`src/rtl/fd_pkg.sv`:
```
// rtl/fd_pkg.sv - shared types and constants for the FAST-9 raster-scan controller
// Contents:
//   state_t        scan FSM states
//   offset_t       signed (dx,dy) pair of a Bresenham-circle pixel
//   circle_offset  circle index 0..15 -> offset, clockwise from 12 o'clock
//   NUM_CIRCLE, FETCH_CNT, BORDER
package fd_pkg;

  localparam int NUM_CIRCLE = 16;
  localparam int FETCH_CNT  = 17;  // centre + 16 circle pixels
  localparam int BORDER     = 3;   // circle radius, so interior starts 3 from each edge

  typedef enum logic [2:0] {
    IDLE,
    FETCH,
    LAST,
    EVAL,
    OUT,
    DONE
  } state_t;

  typedef struct packed {
    logic signed [2:0] dx;
    logic signed [2:0] dy;
  } offset_t;

  function automatic offset_t circle_offset(input logic [3:0] idx);
    offset_t o;
    case (idx)
      4'd0:    o = '{ 3'sd0, -3'sd3};
      4'd1:    o = '{ 3'sd1, -3'sd3};
      4'd2:    o = '{ 3'sd2, -3'sd2};
      4'd3:    o = '{ 3'sd3, -3'sd1};
      4'd4:    o = '{ 3'sd3,  3'sd0};
      4'd5:    o = '{ 3'sd3,  3'sd1};
      4'd6:    o = '{ 3'sd2,  3'sd2};
      4'd7:    o = '{ 3'sd1,  3'sd3};
      4'd8:    o = '{ 3'sd0,  3'sd3};
      4'd9:    o = '{-3'sd1,  3'sd3};
      4'd10:   o = '{-3'sd2,  3'sd2};
      4'd11:   o = '{-3'sd3,  3'sd1};
      4'd12:   o = '{-3'sd3,  3'sd0};
      4'd13:   o = '{-3'sd3, -3'sd1};
      4'd14:   o = '{-3'sd2, -3'sd2};
      default: o = '{-3'sd1, -3'sd3};
    endcase
    return o;
  endfunction

endpackage

```
`src/rtl/FD_Datapath.sv`:
```
// rtl/FD_Datapath.sv - combinational FAST-9 corner test on one centre pixel and its 16-pixel circle
// Ports:
//   refPixel  in  8    centre pixel
//   adjPixel  in  128  circle pixel i at [127-8i -: 8]
//   thres     in  8    threshold; bounds are saturated to 0..255 here
//   isCorner  out 1    9 or more contiguous circle pixels all brighter or all darker
module FD_Datapath (
  input  logic [7:0]   refPixel,
  input  logic [127:0] adjPixel,
  input  logic [7:0]   thres,
  output logic         isCorner
);

  logic [8:0]  hi_sum;
  logic [7:0]  hi_lim;
  logic [7:0]  lo_lim;
  logic [15:0] bright;
  logic [15:0] dark;
  logic        run_b;
  logic        run_d;
  logic [3:0]  idx;

  always_comb begin
    hi_sum = {1'b0, refPixel} + {1'b0, thres};
    hi_lim = hi_sum[8] ? 8'hFF : hi_sum[7:0];
    lo_lim = (refPixel > thres) ? (refPixel - thres) : 8'h00;

    for (int i = 0; i < 16; i++) begin
      bright[i] = adjPixel[127-8*i -: 8] > hi_lim;
      dark[i]   = adjPixel[127-8*i -: 8] < lo_lim;
    end

    // Try every start position; the arc may wrap past pixel 15 back to 0.
    isCorner = 1'b0;
    run_b    = 1'b0;
    run_d    = 1'b0;
    idx      = 4'd0;
    for (int s = 0; s < 16; s++) begin
      run_b = 1'b1;
      run_d = 1'b1;
      for (int j = 0; j < 9; j++) begin
        idx   = 4'(s + j);
        run_b = run_b & bright[idx];
        run_d = run_d & dark[idx];
      end
      isCorner = isCorner | run_b | run_d;
    end
  end

endmodule

```
`src/rtl/fd_addr_gen.sv`:
```
// rtl/fd_addr_gen.sv - pixel-memory address for fetch index k around the current scan position
// Ports:
//   x, y  in   COORD_W  current scan coordinate (always interior)
//   k     in   5        fetch index: 0 = centre, 1..16 = circle pixel k-1
//   addr  out  ADDR_W   (y+dy)*IMG_W + (x+dx)
module fd_addr_gen
  import fd_pkg::*;
#(
  parameter int IMG_W   = 64,
  parameter int ADDR_W  = 12,
  parameter int COORD_W = 8
) (
  input  logic [COORD_W-1:0] x,
  input  logic [COORD_W-1:0] y,
  input  logic [4:0]         k,
  output logic [ADDR_W-1:0]  addr
);

  offset_t            off;
  logic [COORD_W+1:0] px;
  logic [COORD_W+1:0] py;

  always_comb begin
    off = '{3'sd0, 3'sd0};
    if (k != 5'd0) begin
      off = circle_offset(4'(k - 5'd1));
    end
    // Two's-complement add of the sign-extended offset; interior scanning keeps
    // the result non-negative, so it can be treated as unsigned afterwards.
    px   = {2'b00, x} + {{(COORD_W-1){off.dx[2]}}, off.dx};
    py   = {2'b00, y} + {{(COORD_W-1){off.dy[2]}}, off.dy};
    addr = ADDR_W'(py) * ADDR_W'(IMG_W) + ADDR_W'(px);
  end

endmodule

```
`src/rtl/fd_scan_ctrl.sv`:
```
// rtl/fd_scan_ctrl.sv - raster-scan sequencer feeding FD_Datapath and emitting one corner result per pixel
// Ports:
//   clk, rst_n           clock, synchronous active-low reset
//   start, thres         frame start pulse, threshold latched at start
//   memRd, memAddr       pixel read strobe/address (read data one cycle later)
//   memData              pixel read data
//   outValid, outReady   result stream handshake
//   outCorner, outX, outY  result payload, held while outValid && !outReady
//   busy, done           scan in progress, one-cycle end-of-frame pulse
module fd_scan_ctrl
  import fd_pkg::*;
#(
  parameter int IMG_W   = 64,
  parameter int IMG_H   = 48,
  parameter int ADDR_W  = 12,
  parameter int COORD_W = 8
) (
  input  logic               clk,
  input  logic               rst_n,
  input  logic               start,
  input  logic [7:0]         thres,
  output logic               memRd,
  output logic [ADDR_W-1:0]  memAddr,
  input  logic [7:0]         memData,
  output logic               outValid,
  input  logic               outReady,
  output logic               outCorner,
  output logic [COORD_W-1:0] outX,
  output logic [COORD_W-1:0] outY,
  output logic               busy,
  output logic               done
);

  if (IMG_W < 7) begin : g_chk_w
    $error("fd_scan_ctrl: IMG_W must be >= 7");
  end
  if (IMG_H < 7) begin : g_chk_h
    $error("fd_scan_ctrl: IMG_H must be >= 7");
  end
  if ($clog2(IMG_W * IMG_H) > ADDR_W) begin : g_chk_a
    $error("fd_scan_ctrl: ADDR_W too small for IMG_W*IMG_H");
  end
  if ((1 << COORD_W) < IMG_W || (1 << COORD_W) < IMG_H) begin : g_chk_c
    $error("fd_scan_ctrl: COORD_W too small for frame size");
  end

  localparam logic [COORD_W-1:0] X_FIRST = COORD_W'(BORDER);
  localparam logic [COORD_W-1:0] X_LAST  = COORD_W'(IMG_W - 1 - BORDER);
  localparam logic [COORD_W-1:0] Y_LAST  = COORD_W'(IMG_H - 1 - BORDER);
  localparam logic [4:0]         K_LAST  = 5'(FETCH_CNT - 1);

  state_t             state_q, state_d;
  logic [4:0]         k_q, k_d;
  logic [COORD_W-1:0] x_q, x_d;
  logic [COORD_W-1:0] y_q, y_d;
  logic [7:0]         thres_q, thres_d;
  logic [7:0]         ref_q, ref_d;
  logic [127:0]       adj_q, adj_d;
  logic               out_valid_q, out_valid_d;
  logic               out_corner_q, out_corner_d;
  logic [COORD_W-1:0] out_x_q, out_x_d;
  logic [COORD_W-1:0] out_y_q, out_y_d;
  logic               busy_q, busy_d;
  logic               done_q, done_d;

  logic               is_corner;
  logic [ADDR_W-1:0]  fetch_addr;
  logic               last_px;
  logic               cap_en;
  logic [4:0]         cap_idx;

  fd_addr_gen #(
    .IMG_W   (IMG_W),
    .ADDR_W  (ADDR_W),
    .COORD_W (COORD_W)
  ) u_addr_gen (
    .x    (x_q),
    .y    (y_q),
    .k    (k_q),
    .addr (fetch_addr)
  );

  FD_Datapath u_datapath (
    .refPixel (ref_q),
    .adjPixel (adj_q),
    .thres    (thres_q),
    .isCorner (is_corner)
  );

  // Read strobe and address decode straight from registered state, so a
  // reset leaves them at zero on the very next cycle.
  assign memRd   = (state_q == FETCH);
  assign memAddr = memRd ? fetch_addr : '0;

  assign last_px = (x_q == X_LAST) && (y_q == Y_LAST);

  // Data for index k-1 arrives while k is current. k reaches 17 in LAST, so
  // the same k-1 rule captures the final circle pixel there.
  assign cap_en  = ((state_q == FETCH) && (k_q != 5'd0)) || (state_q == LAST);
  assign cap_idx = k_q - 5'd1;

  always_comb begin
    state_d      = state_q;
    k_d          = k_q;
    x_d          = x_q;
    y_d          = y_q;
    thres_d      = thres_q;
    ref_d        = ref_q;
    adj_d        = adj_q;
    out_valid_d  = out_valid_q;
    out_corner_d = out_corner_q;
    out_x_d      = out_x_q;
    out_y_d      = out_y_q;
    busy_d       = busy_q;
    done_d       = done_q;

    if (cap_en) begin
      if (cap_idx == 5'd0) begin
        ref_d = memData;
      end
      for (int i = 0; i < NUM_CIRCLE; i++) begin
        if (cap_idx == 5'(i + 1)) begin
          adj_d[127-8*i -: 8] = memData;
        end
      end
    end

    case (state_q)
      IDLE: begin
        if (start) begin
          thres_d = thres;
          x_d     = X_FIRST;
          y_d     = X_FIRST;
          k_d     = 5'd0;
          busy_d  = 1'b1;
          state_d = FETCH;
        end
      end
      FETCH: begin
        k_d = k_q + 5'd1;
        if (k_q == K_LAST) begin
          state_d = LAST;
        end
      end
      LAST: begin
        state_d = EVAL;
      end
      EVAL: begin
        out_corner_d = is_corner;
        out_x_d      = x_q;
        out_y_d      = y_q;
        out_valid_d  = 1'b1;
        state_d      = OUT;
      end
      OUT: begin
        if (outReady) begin
          out_valid_d = 1'b0;
          if (last_px) begin
            busy_d  = 1'b0;
            done_d  = 1'b1;
            state_d = DONE;
          end else begin
            k_d     = 5'd0;
            state_d = FETCH;
            if (x_q == X_LAST) begin
              x_d = X_FIRST;
              y_d = y_q + 1'b1;
            end else begin
              x_d = x_q + 1'b1;
            end
          end
        end
      end
      DONE: begin
        done_d  = 1'b0;
        state_d = IDLE;
      end
      default: begin
        state_d = IDLE;
      end
    endcase
  end

  always_ff @(posedge clk) begin
    if (!rst_n) begin
      state_q      <= IDLE;
      k_q          <= '0;
      x_q          <= '0;
      y_q          <= '0;
      thres_q      <= '0;
      ref_q        <= '0;
      adj_q        <= '0;
      out_valid_q  <= 1'b0;
      out_corner_q <= 1'b0;
      out_x_q      <= '0;
      out_y_q      <= '0;
      busy_q       <= 1'b0;
      done_q       <= 1'b0;
    end else begin
      state_q      <= state_d;
      k_q          <= k_d;
      x_q          <= x_d;
      y_q          <= y_d;
      thres_q      <= thres_d;
      ref_q        <= ref_d;
      adj_q        <= adj_d;
      out_valid_q  <= out_valid_d;
      out_corner_q <= out_corner_d;
      out_x_q      <= out_x_d;
      out_y_q      <= out_y_d;
      busy_q       <= busy_d;
      done_q       <= done_d;
    end
  end

  assign outValid  = out_valid_q;
  assign outCorner = out_corner_q;
  assign outX      = out_x_q;
  assign outY      = out_y_q;
  assign busy      = busy_q;
  assign done      = done_q;

endmodule
```
`config.mk`:
```
export PLATFORM = sky130hd
export DESIGN_NAME = fd_scan_ctrl
export DESIGN_NICKNAME = d
export VERILOG_FILES = /design/src/rtl/fd_pkg.sv /design/src/rtl/FD_Datapath.sv /design/src/rtl/fd_addr_gen.sv /design/src/rtl/fd_scan_ctrl.sv
export SDC_FILE = /design/constraint.sdc
export NUM_CORES = 1
export LEC_CHECK = 0
export CAP_MARGIN = 20
export CORE_MARGIN = 1.5
export CORE_UTILIZATION = 45
export DETAILED_ROUTE_END_ITERATION = 10
export PLACE_DENSITY = 0.6
export SLEW_MARGIN = 20
export SYNTH_ARGS = -nofsm -noshare
export SYNTH_HDL_FRONTEND = slang
export SYNTH_SLANG_ARGS = --single-unit
export TNS_END_PERCENT = 50
```
`constraint.sdc`:
```
create_clock -name clk -period 19.6 [get_ports clk]
set_input_delay 5.88 -clock clk [delete_from_list [all_inputs] [get_ports clk]]
set_output_delay 5.88 -clock clk [all_outputs]
set_load 0.03 [all_outputs]
```
## Word-level counts from Yosys, hierarchy flattened

Memory sizes are Yosys's and may differ from the RTL's.
Index checks and enable logic that the tools add are counted.

| storage, ports and cells | value |
|---|---|
| flip-flop bits (word level) | 188 |
| bits of input ports | 20 |
| word-level logic and storage cells | 454 |
| memories | 1 |
| bits in read-only memories | 96 |
| output and inout port bits | 33 |

| operators by class | value |
|---|---|
| muxes and demuxes | 31 |
| order comparisons | 33 |
| eq/ne operators | 30 |
| add/subtract/negate cells | 9 |
| bitwise gates (word level) | 287 |
| reductions and logical operators | 35 |

Memory list:

| memory | words | width | rd ports | clocked after Yosys merged registers in | write ports | line | source |
|---|---|---|---|---|---|---|---|
| (name not given) | 16 | 6 | 1 | 0 | 0 | fd_pkg.sv:29 | `case (idx)` |

Operators by type and width:

| kind | count |
|---|---|
| 1-bit AND | 256 |
| 8-bit greater-than comparator | 17 |
| 8-bit < comparator | 16 |
| 8-bit two-way mux | 9 |
| 5-bit by 4-bit == test with 1-bit output (second input constant) | 8 |
| 2-bit AND reduction | 19 |
| 8-bit case mux with 2 select lines | 2 |
| 1-bit OR | 31 |
| 5-bit by 3-bit == test with 1-bit output (second input constant) | 4 |
| 8-bit by 1-bit adder with 8-bit output (second input constant) | 2 |
| 8-bit by 6-bit == test with 1-bit output (second input constant) | 2 |
| 5-bit two-way mux | 3 |
| 3-bit case mux with 5 select lines | 1 |
| 5-bit case mux with 3 select lines | 1 |
| 12-bit by 10-bit adder with 12-bit output | 1 |
| 12-bit two-way mux | 1 |
| 3-bit two-way mux | 4 |
| 4-bit AND reduction | 3 |
| 9-bit by 3-bit adder with 10-bit output | 1 |
| 5-bit by 2-bit == test with 1-bit output (second input constant) | 2 |
| 5-bit == test (second input constant) | 2 |
| 2-bit != test (second input constant) | 5 |
| 8-bit by 8-bit adder with 9-bit output | 1 |
| 8-bit subtractor | 1 |
| other kinds (20) | 33 |

## Logic depth before layout (Yosys ltp)

Gate-level depths: netlist (run 1).

| logic depth | value |
|---|---|
| depth in word-level cells | 42 |
| mapped depth | 25 |
| gate-level depth less buffers | 25 |

## Modules after synthesis

A second synthesis (run 1) with hierarchy kept.

| unflattened totals | value |
|---|---|
| cell total of the unflattened synthesis | 1,754 |
| area, all modules | 15,210.8 µm² |

Modules (own cells, without submodules):

| module | cells each | area each (µm²) | times used |
|---|---|---|---|
| fd_scan_ctrl | 803 | 7,696.1 | 1 |
| FD_Datapath | 834 | 6,567.5 | 1 |
| fd_addr_gen | 117 | 947.2 | 1 |

## Worst setup path after synthesis (run 1)

Ideal clock, no wire load.

| timing path | value |
|---|---|
| kind | register to output |
| start point | register k_q[0] |
| end point | output memAddr[11] |
| buffers on the path | 1 |
| cell stages (with the launch flop) | 22 |
| arrival | 4.864 ns |
| required time | 13.720 ns |
| path slack | 8.856 ns |
| path through | dfxtp_1 -> inv_1 -> ha_1 -> clkbuf_1 -> xnor2_1 -> a211oi_1 -> ha_1 -> a21o_1 -> a21o_1 -> a21oi_1 -> nor2b_1 -> o21ai_0 -> nand2_1 -> xnor2_1 -> ha_1 -> a21o_1 -> a21oi_1 -> nor2b_1 -> o21ai_0 -> xnor2_1 -> xnor2_1 -> nor2_1 |

| on the way | value |
|---|---|
| word-level cells in the longest chain between the ends | 6 |
| elaborated cells between the ends (all ways) | 8 |

Ends and longest elaborated chain:

| item | line | source |
|---|---|---|
| start, declared | fd_scan_ctrl.sv:53 | `logic [4:0] k_q, k_d;` |
| start signal, assigned | fd_scan_ctrl.sv:201 | `k_q <= k_d;` |
| 5-bit by 1-bit subtractor with 5-bit output | fd_addr_gen.sv:26 | `off = circle_offset(4'(k - 5'd1));` |
| memory 16 x 6 bit | - |  |
| 6-bit two-way mux (*) | fd_addr_gen.sv:25 | `if (k != 5'd0) begin` |
| 9-bit by 3-bit adder with 10-bit output or 6-bit by 3-bit adder with 6-bit output (tied branches) | fd_addr_gen.sv:30, fd_addr_gen.sv:31 |  |
| 12-bit by 10-bit adder with 12-bit output (*) | fd_addr_gen.sv:32 | `addr = ADDR_W'(py) * ADDR_W'(IMG_W) + ADDR_W'(px);` |
| 12-bit two-way mux (*) | fd_scan_ctrl.sv:93 | `assign memAddr = memRd ? fetch_addr : '0;` |
| end, declared | fd_scan_ctrl.sv:23 | `output logic [ADDR_W-1:0] memAddr,` |

Mark *: on every way between the ends. The rest lies on a longest branch, timed or not.

## Worst setup path after layout (run 1)

Same ends and word-level chain as after synthesis.

==> results_dict.tcl, run 1 <==
set metrics [dict create \
    sequentialPowerShare_pct 36.0 \
    dieArea_sq_mm 0.0346 \
    report.final.slew_viol_count 0 \
    antenna_found_initial 0 \
    p_leak_nw 6.98 \
    yosysUniqueCellTypes 74 \
    clockBufferDepth 2 \
    worstHoldStart "outX[3]" \
    switchingPower_uw 397 \
    port_buffers 52 \
    drtIter0Drc 704 \
    grt_start_max_net_pins 107 \
    crit_top_cell "xnor2_1" \
    worstReg2RegEnd "outCorner" \
    rsz0062_at_grt "no" \
    die_y_microns 186 \
    postRouteAntennaNets 0 \
    clkTransAtPathRegs_ps 90 \
    hold_end "outX[3]" \
    nets 2031 \
    drive_above_1_share_pct 6.11 \
    critPathKind "reg -> out" \
    hold_depth 2 \
    period_share_pct 59.9 \
    r2r_slack_ps 14120 \
    cts-root-buf "clkbuf_16" \
    p_int_uw 680 \
    hold_violations 0 \
    cts_sinks 188 \
    num_antenna_cells 0 \
    yosysTopAreaCellShare_pct 25.0 \
    h-tree-depth 4 \
    num_io_pins 53 \
    grt_usage_pct 26.3 \
    critPathArrivalTime_ps 5850 \
    cts_tree "yes" \
    p_comb_share_pct 28.8 \
    synth_warnings 0 \
    synth-seq-area-share_pct 25.0 \
    routed_wl_microns 43600 \
    drc_errors 0 \
    clk_latency_ps 480 \
    worstMarginPinSlew_ps 1100 \
    syn_to_final_growth_pct 11.4 \
    status "complete, no violations" \
    tns_ps 0 \
    rows 66 \
    post_cts_resized 0 \
    worstPathRequired_ps 13720 \
    synthesis.nets 1985 \
    globalRouteOverflowTotal 0 \
    min_period_ps 11730 \
    critPathSlowestCell "a211oi_2" \
    post-cts-setup-buffers 0 \
    synth_area_per_cell_sq_um 8.90 \
    grt_pass1_wl_microns 69200 \
    fillers 3113 \
    synthFlopType "dfxtp_1" \
    synth-seq-cells 188 \
    dp_hpwl_microns 29400 \
    via_per_inst 5.75 \
    async_flop_share_pct 0 \
    die_x_microns 186 \
    ir_drop_uv 68.3 \
    p_clk_share_pct 35.1 \
    hold_path_class "reg -> reg" \
    synthCells 1692 \
    fmax_ghz 0.0852 \
    setup.worst_path.start_class "flop" \
    numCtsBuffers 17 \
    syn-cell-area_sq_mm 0.0151 \
    wl_per_cell_microns 19.9 \
    cp-end-kind "output pin" \
    p_sw_share_pct 36.8 \
    max_stage_delay_ps 690 \
    cts_hold_buf 0 \
    synth_edf_count 0 \
    power.density_mw_per_mm2 64.2 \
    utilization_pct 51.3 \
    grt_pass1_vias 12500 \
    ff2ff_path_depth 19 \
    setup_viol 0 \
    core_sq_mm 0.0327 \
    reg2reg_from "ref_q[0]" \
    place.gp.congestion 0.904 \
    ys_top_cells_by_area "dfxtp_1 (25%), ha_1 (22%), mux2i_1 (9.0%), nor2b_1 (6.6%), a21o_1 (3.3%)" \
    via_count 12600 \
    maxCapViolations 0 \
    cp_cell_sequence "inv_1 > ha_1 > xnor2_1 > a211oi_2 > ha_1 > a21o_1 > a21o_1 > a21oi_1 > nor2b_1 > o21ai_0 > nand2_1 > xnor2_1 > ha_1 > a21o_1 > a21oi_1 > nor2b_1 > o21ai_0 > xnor2_1 > xnor2_1 > nor2_1 > clkdlybuf4s50_1" \
    fin_skew_ps 13.6 \
    maxSlewHeadroom_pct 26.6 \
    cp_max_fo 9 \
    drtPass1Iterations 5 \
    synth_largest_area_cell "dfxtp_1" \
    start_util_pct 46.0 \
]
## registers in the layout (all words and copies together) (netlist names), 3 cells and up
register and flops:
ref_q 8, thres_q 8, outY 8, y_q 8, outX 8, adj_q 128, x_q 8, k_q 5
state_q 3
## stage by stage
stage / total power [mW] / std cells / hold WS, ps / setup WS [ps] / area [sq um]
after floorplan: 0.605 / 1692 / 461 / 8860 / 15100
after global placement: 0.698 / 2159 / 455 / 8080 / 16100
after detailed placement: 0.702 / 2160 / 461 / 7940 / 16100
after CTS: 1.08 / 2192 / 476 / 7430 / 16800
after global routing: 1.13 / 2193 / 490 / 7310 / 16800
final: 1.08 / 2193 / 468 / 7870 / 16800
## synth_stat cells, types with 7 or more instances
master / count
mux2i_1: 136
xor2_1: 18
inv_1: 69
o211ai_1: 32
buf_1: 8
nand3_1: 45
nor3_1: 20
a21o_1: 67
nor2_2: 7
nand4_1: 33
ha_1: 268
o21ai_0: 34
a21oi_1: 80
a221o_1: 8
nand2_1: 114
dfxtp_1: 188
o211a_1: 7
clkbuf_1: 41
or3_1: 15
and2_1: 11
or2_2: 8
nand2b_1: 13
a211oi_1: 18
o21a_1: 12
and4_1: 9
a31oi_1: 11
nor2b_1: 158
nor2_1: 100
xnor2_1: 30
a21boi_0: 27
## worst max-delay path: cells and delay by family (launching register included)
family                   cells  cell delay, ps
flip-flops                   1             490
adder cells (fa/ha/maj)      3            1010
buffers and inverters        2             820
AO/OA/AOI/OAI                8            1910
XOR/XNOR                     4             810
AND/OR/NAND/NOR              4             350
## worst max path at each step
stage	start	endpoint	slack (ps)	depth (start not counted)
2_1_floorplan	k_q[0]	memAddr[11]	8860	21
3_3_place_gp	k_q[0]	memAddr[11]	8080	21
3_5_place_dp	k_q[0]	memAddr[11]	7940	21
4_1_cts	k_q[0]	memAddr[11]	7430	21
5_1_grt	k_q[0]	memAddr[11]	7310	21
6_report	k_q[0]	memAddr[11]	7870	21
## cells by family after synthesis
| kind of cell | share of synthesized area (%) |
|---|---|
| and+or+nand+nor | 19.7 |
| AOI/OAI and AO/OA | 16.9 |
| adders and majority gates | 23.1 |
| DFF | 25.0 |
| muxes | 9.04 |
| buffers and inverters | 3.47 |
| xor gates and xnor gates | 2.79 |
## routing by layer
metal / wire [microns] / up-vias / global-route usage (%) / share of wire [%]
li1: - / 6240 / - / -
met4: 1250 / 0 / 9.16 / 2.9
met1: 20600 / 6007 / 34.2 / 47
met2: 19900 / 289 / 43.9 / 46
met3: 1790 / 83 / 4.21 / 4.1
met5: 0 / - / 0 / 0
## power groups by stage
stage	Combinational, mW	Sequential (mW)	Clock (mW)
detailed placement	0.305	0.397	0
CTS	0.307	0.388	0.385
finish	0.311	0.388	0.378
floorplan	0.209	0.396	0
global route	0.341	0.389	0.401
global placement	0.301	0.397	0
## cell type report
type	count	area (sq um)	share of cell area (%)
multi-input cells	1378	10800	64.3
flip-flops and latches	188	3760	22.4
repair buffers	84	763	4.55
well taps	442	553	3.30
clock buffers	17	425	2.54
inverters	69	259	1.54
clock inverters	15	216	1.29
## cells in the final DEF (no fill, tap or decap), types with 45 or more instances in the layout
cell | synthesis | routed
a21o_1 | 67 | 67
a21oi_1 | 80 | 80
clkdlybuf4s50_1 | 0 | 51
dfxtp_1 | 188 | 188
ha_1 | 268 | 268
inv_1 | 69 | 69
mux2i_1 | 136 | 136
nand2_1 | 114 | 114
nand3_1 | 45 | 45
nor2_1 | 100 | 94
nor2b_1 | 158 | 158
Power figures use the tool's default switching activity.
==> run 2: changes to the inputs <==
PLACE_DENSITY = 0.62   (was 0.6)
clock period = 9.5 ns   (was 19.6 ns; I/O delays follow)
==> run 2 against run 1 <==
Non-clock buffer count is 4 lower. Cell area is 0.74% lower. Clock skew is 1.8 ps lower. Combinational power is 110% higher. First-iteration DRC count is 8.5% higher. Global-route usage is 0.54 points lower. Die area stayed put. Wire length hardly changed. Cell count is 0.18% lower. Critical path depth is 5 higher. Worst hold slack worse by 3.2 ps. Highest routed layer unchanged.
==> results_dict.tcl, run 2 (same netlist as run 1, synthesis figures left out) <==
set metrics [dict create \
    status "complete, no violations" \
    grt_pass1_wl_microns 67300 \
    rsz0062_at_grt "no" \
    numCtsBuffers 17 \
    cts-root-buf "clkbuf_16" \
    stdcell_count 2189 \
    clockBufferDepth 2 \
    post_cts_resized 0 \
    seqCellArea_sq_mm 0.00376 \
    drtPass1Iterations 5 \
    final_area_sq_mm 0.0166 \
    grt_start_max_net_pins 107 \
    worstMarginPinSlew_ps 1170 \
    num_io_pins 53 \
    drive_above_1_share_pct 5.90 \
    r2r_slack_ps 3630 \
    cp_max_fo 9 \
    p_clk_share_pct 33.2 \
    start_util_pct 46.0 \
    ff2ff_path_depth 18 \
    postRouteAntennaNets 0 \
    regMostFlops "adj_q" \
    die_y_microns 186 \
    critPathKind "reg -> out" \
    tns_ps 0 \
    setup_viol 0 \
    utilization_pct 50.9 \
    fin_skew_ps 11.8 \
    maxSlewHeadroom_pct 22.1 \
    p_leak_nw 6.92 \
    grt_usage_pct 25.8 \
    drtIter0Drc 764 \
    crit_path_start "k_q[0]" \
    cts_sinks 188 \
    power.total_mw 2.16 \
    fmax_ghz 0.115 \
    place.gp.congestion 0.882 \
    post-cts-setup-buffers 0 \
    switchingPower_uw 781 \
    cp-end-kind "output pin" \
    clk_latency_ps 460 \
    dp_hpwl_microns 29500 \
    power.density_mw_per_mm2 130 \
    worstPathRequired_ps 6650 \
    dieArea_sq_mm 0.0346 \
    setup.worst_path.start_class "flop" \
    ir_drop_uv 140 \
    cts_hold_buf 0 \
    syn_to_final_growth_pct 10.6 \
    reg2reg_from "ref_q[0]" \
    p_int_mw 1.38 \
    min_period_ps 8680 \
    nets 2027 \
    layout_common_cells "ha_1 (268), dfxtp_1 (188), nor2b_1 (158)" \
    p_comb_share_pct 29.7 \
    wl_per_cell_microns 19.9 \
    worstReg2RegEnd "outCorner" \
    clkTransAtPathRegs_ps 70 \
    cts_tree "yes" \
    dp_cells 2157 \
    via_per_inst 5.77 \
    rows 66 \
    via_count 12600 \
    sequentialPowerShare_pct 37.0 \
    fillers 3092 \
    routed_wl_microns 43600 \
    h-tree-depth 4 \
    core_sq_mm 0.0327 \
    multi_input_area_sq_mm 0.0108 \
    p_sw_share_pct 36.1 \
    critPathArrivalTime_ps 5830 \
    port_buffers 52 \
    largest_reg_flops 128 \
    drc_errors 0 \
    place_area_sq_mm 0.0161 \
    period_share_pct 91.4 \
    die_x_microns 186 \
    grt_pass1_vias 12100 \
    hold_path_class "reg -> reg" \
    report.final.slew_viol_count 0 \
    antenna_found_initial 0 \
    maxCapViolations 0 \
    num_antenna_cells 0 \
    hold_violations 0 \
    layout.cells.most_common "ha_1" \
    worstSetupEndpoint "memAddr[11]" \
    globalRouteOverflowTotal 0 \
]
-- run 2: final cells by class --
type | instances | area share, %
Multi-Input combinational cell | 1378 | 64.8
Sequential cell | 188 | 22.6
Timing Repair Buffer | 80 | 4.37
Tap cell | 442 | 3.32
Clock buffer | 18 | 2.58
Inverter | 69 | 1.56
Clock inverter | 14 | 0.752
-- run 2: power by group through the flow --
stage	clock (mW)	combinational (mW)	sequential (mW)
after global routing	0.762	0.697	0.802
final	0.719	0.643	0.801
after global placement	0	0.620	0.819
after detailed placement	0	0.631	0.820
after floorplan	0	0.431	0.817
after CTS	0.733	0.635	0.801
-- run 2: how the worst min path moves through the flow --
stage | startpoint | to | slack, ps | cells after the start
after global placement | outY[1] | outY[1] | 450 | 2
after CTS | outX[3] | outX[3] | 470 | 2
after global routing | outX[4] | outX[4] | 490 | 2
after floorplan | thres_q[2] | thres_q[2] | 460 | 2
final | outX[3] | outX[3] | 460 | 2
after detailed placement | outX[3] | outX[3] | 460 | 2
-- run 2: through the flow --
step	setup WS [ps]	hold slack, ps
after global placement	1510	454
final	820	465
after CTS	820	469
after detailed placement	1330	459
after floorplan	1790	461
after global routing	255	491
-- run 2: worst max-delay path, cell delays in order, from the launching register on --
cell             delay [ps]
dfxtp_1                 490
inv_1                   150
ha_1                    240
nor2_1                  200
nor2_1                   80
a21oi_1                 150
o22ai_1                  90
a22oi_1                 220
a21oi_1                 150
ha_1                    300
a21o_1                  150
a21o_1                  190
a21o_1                  180
a21oi_1                 170
nor2b_1                  80
o21ai_0                 170
nand2_1                 110
xnor2_1                 310
ha_1                    290
a21o_1                  150
a21oi_1                 180
nor2b_1                  80
o21ai_0                 200
xnor2_1                 160
xnor2_1                  80
nor2_1                  100
clkdlybuf4s50_1         690
-- run 2: layer usage --
metal	share of wire (%)	up-vias	global-route usage, %
met1	47	6037	34.0
met2	46	317	43.2
met4	2.5	0	8.35
met3	4.5	69	3.48
li1	-	6215	-
met5	0	-	0
==> run 3: changes to the inputs <==
GPL_ROUTABILITY_DRIVEN = 0   (was not set)
clock period = 7.8 ns   (was 9.5 ns; I/O delays follow)
==> run 3 against run 2 <==
Cell count is essentially flat. Core utilization grew 0.27 points. Wire length shrank 0.16%. Largest cell class unchanged. Critical path type unchanged. Highest routed layer unchanged. Count of clock-buffer cells in the layout is the same. Sequential cell count is the same. Via count shrank 0.17%. Die area is the same. Sequential share of layout area shrank 0.11 points. Critical endpoint unchanged.
==> results_dict.tcl, run 3 (same netlist as run 1, synthesis figures left out) <==
set metrics [dict create \
    nets 2028 \
    num_io_pins 53 \
    status "complete, no violations" \
    h-tree-depth 4 \
    cp_top_family "compound AO/OA/AOI/OAI gates" \
    tns_ps 0 \
    dp_hpwl_microns 29300 \
    numCtsBuffers 17 \
    fin_skew_ps 14.4 \
    cts_sinks 188 \
    grt_start_max_net_pins 114 \
    maxSlewHeadroom_pct 19.7 \
    critPathKind "reg -> out" \
    worstPathRequired_ps 5460 \
    postRouteAntennaNets 0 \
    core_sq_mm 0.0327 \
    fillers 3150 \
    grt_pass1_vias 12400 \
    layout.cells.most_common "ha_1" \
    critPathArrivalTime_ps 5010 \
    num_antenna_cells 0 \
    place_area_sq_mm 0.0161 \
    globalRouteOverflowTotal 0 \
    fmax_ghz 0.136 \
    setup_viol 0 \
    cp-end-kind "output pin" \
    die_x_microns 186 \
    setup.worst_path.start_class "flop" \
    hold-worst-slack_ps 469 \
    drtPass1Iterations 5 \
    cp_num_buf_inv 2 \
    cts_hold_buf 0 \
    dieArea_sq_mm 0.0346 \
    cts_tree "yes" \
    period_share_pct 94.2 \
    via_per_inst 5.76 \
    min_period_ps 7350 \
    critPathSlowestCell "dfxtp_2" \
    clockBufferDepth 2 \
    worstMarginPinSlew_ps 1200 \
    power.density_mw_per_mm2 161 \
    hold_violations 0 \
    start_util_pct 46.0 \
    rsz0062_at_grt "no" \
    maxCapViolations 0 \
    port_buffers 52 \
    clkTransAtPathRegs_ps 80 \
    ff2ff_path_depth 20 \
    worst-path-stages 26 \
    hold_path_class "reg -> reg" \
    syn_to_final_growth_pct 11.2 \
    cts-root-buf "clkbuf_16" \
    drc_errors 0 \
    routed_wl_microns 43500 \
    drive_above_1_share_pct 6.29 \
    final_area_sq_mm 0.0167 \
    layout_common_cells "ha_1 (268), dfxtp_1 (187), nor2b_1 (158)" \
    clk_latency_ps 480 \
    crit_top_cell "a21o_1" \
    drtIter0Drc 609 \
    ir_drop_uv 173 \
    largest_reg_flops 128 \
    grt_pass1_wl_microns 68600 \
    antenna_found_initial 0 \
    wl_per_cell_microns 19.9 \
    hold_depth 2 \
    via_count 12600 \
    die_y_microns 186 \
    report.final.slew_viol_count 0 \
    grt_usage_pct 26.0 \
    max_stage_delay_ps 420 \
    cp_max_fo 9 \
    rows 66 \
    regMostFlops "adj_q" \
    p_leak_nw 7.00 \
]
[run 3: repair_timing]
action                                  4_1_cts  5_1_grt
gates resized for setup                       1        8
setup buffers                                 0        0
endpoints found under the setup margin        5        4
endpoints found under the hold margin         0        0
[run 3: final cells by class]
type                       instances  area, sq um  share of cell area (%)
inverter                          69          259                    1.55
tap                              442          553                    3.30
multi-input combinational       1378        10800                    64.6
timing repair buffer              81          738                    4.41
sequential                       188         3760                    22.5
clock buffer                      18          429                    2.56
clock inverter                    14          173                    1.03
[run 3: report_power, final]
part           switching (mW)  leakage [nW]  internal [mW]
Clock                   0.469         0.293          0.462
Sequential             0.0104          1.52          0.965
Combinational           0.488          5.19          0.296
Total                   0.968          7.00           1.72
[run 3: final timing paths]
kind                       to  startpoint  slack [ps]
setup / recovery  memAddr[11]      k_q[0]         450
setup reg to reg    outCorner    ref_q[0]        2230
hold / removal        outX[3]     outX[3]         470
hold reg to reg       outX[3]     outX[3]         470
[run 3: stage by stage]
stage / utilization [%] / worst slack (ps) / power [mW] / std cells
final: 51.2 / 451 / 2.69 / 2190
after global routing: 51.2 / 25.5 / 2.81 / 2190
after CTS: 51.1 / 25.5 / 2.70 / 2190
after detailed placement: 49.2 / 117 / 1.77 / 2158
after global placement: 49.2 / 288 / 1.75 / 2158
after floorplan: - / 596 / 1.52 / 1692
[run 3: per-layer routing]
layer / global-route usage, % / share of wire [%]
met2: 43.1 / 45
met4: 9.74 / 3.3
met1: 33.9 / 47
met3: 4.03 / 4.9
met5: 0 / 0
[run 3: tightest hold or removal path, delay by kind of cell, from the launching register on]
kind	cells	cell delay, ps
compound gates	1	60
flops	1	310
simple gates	1	50
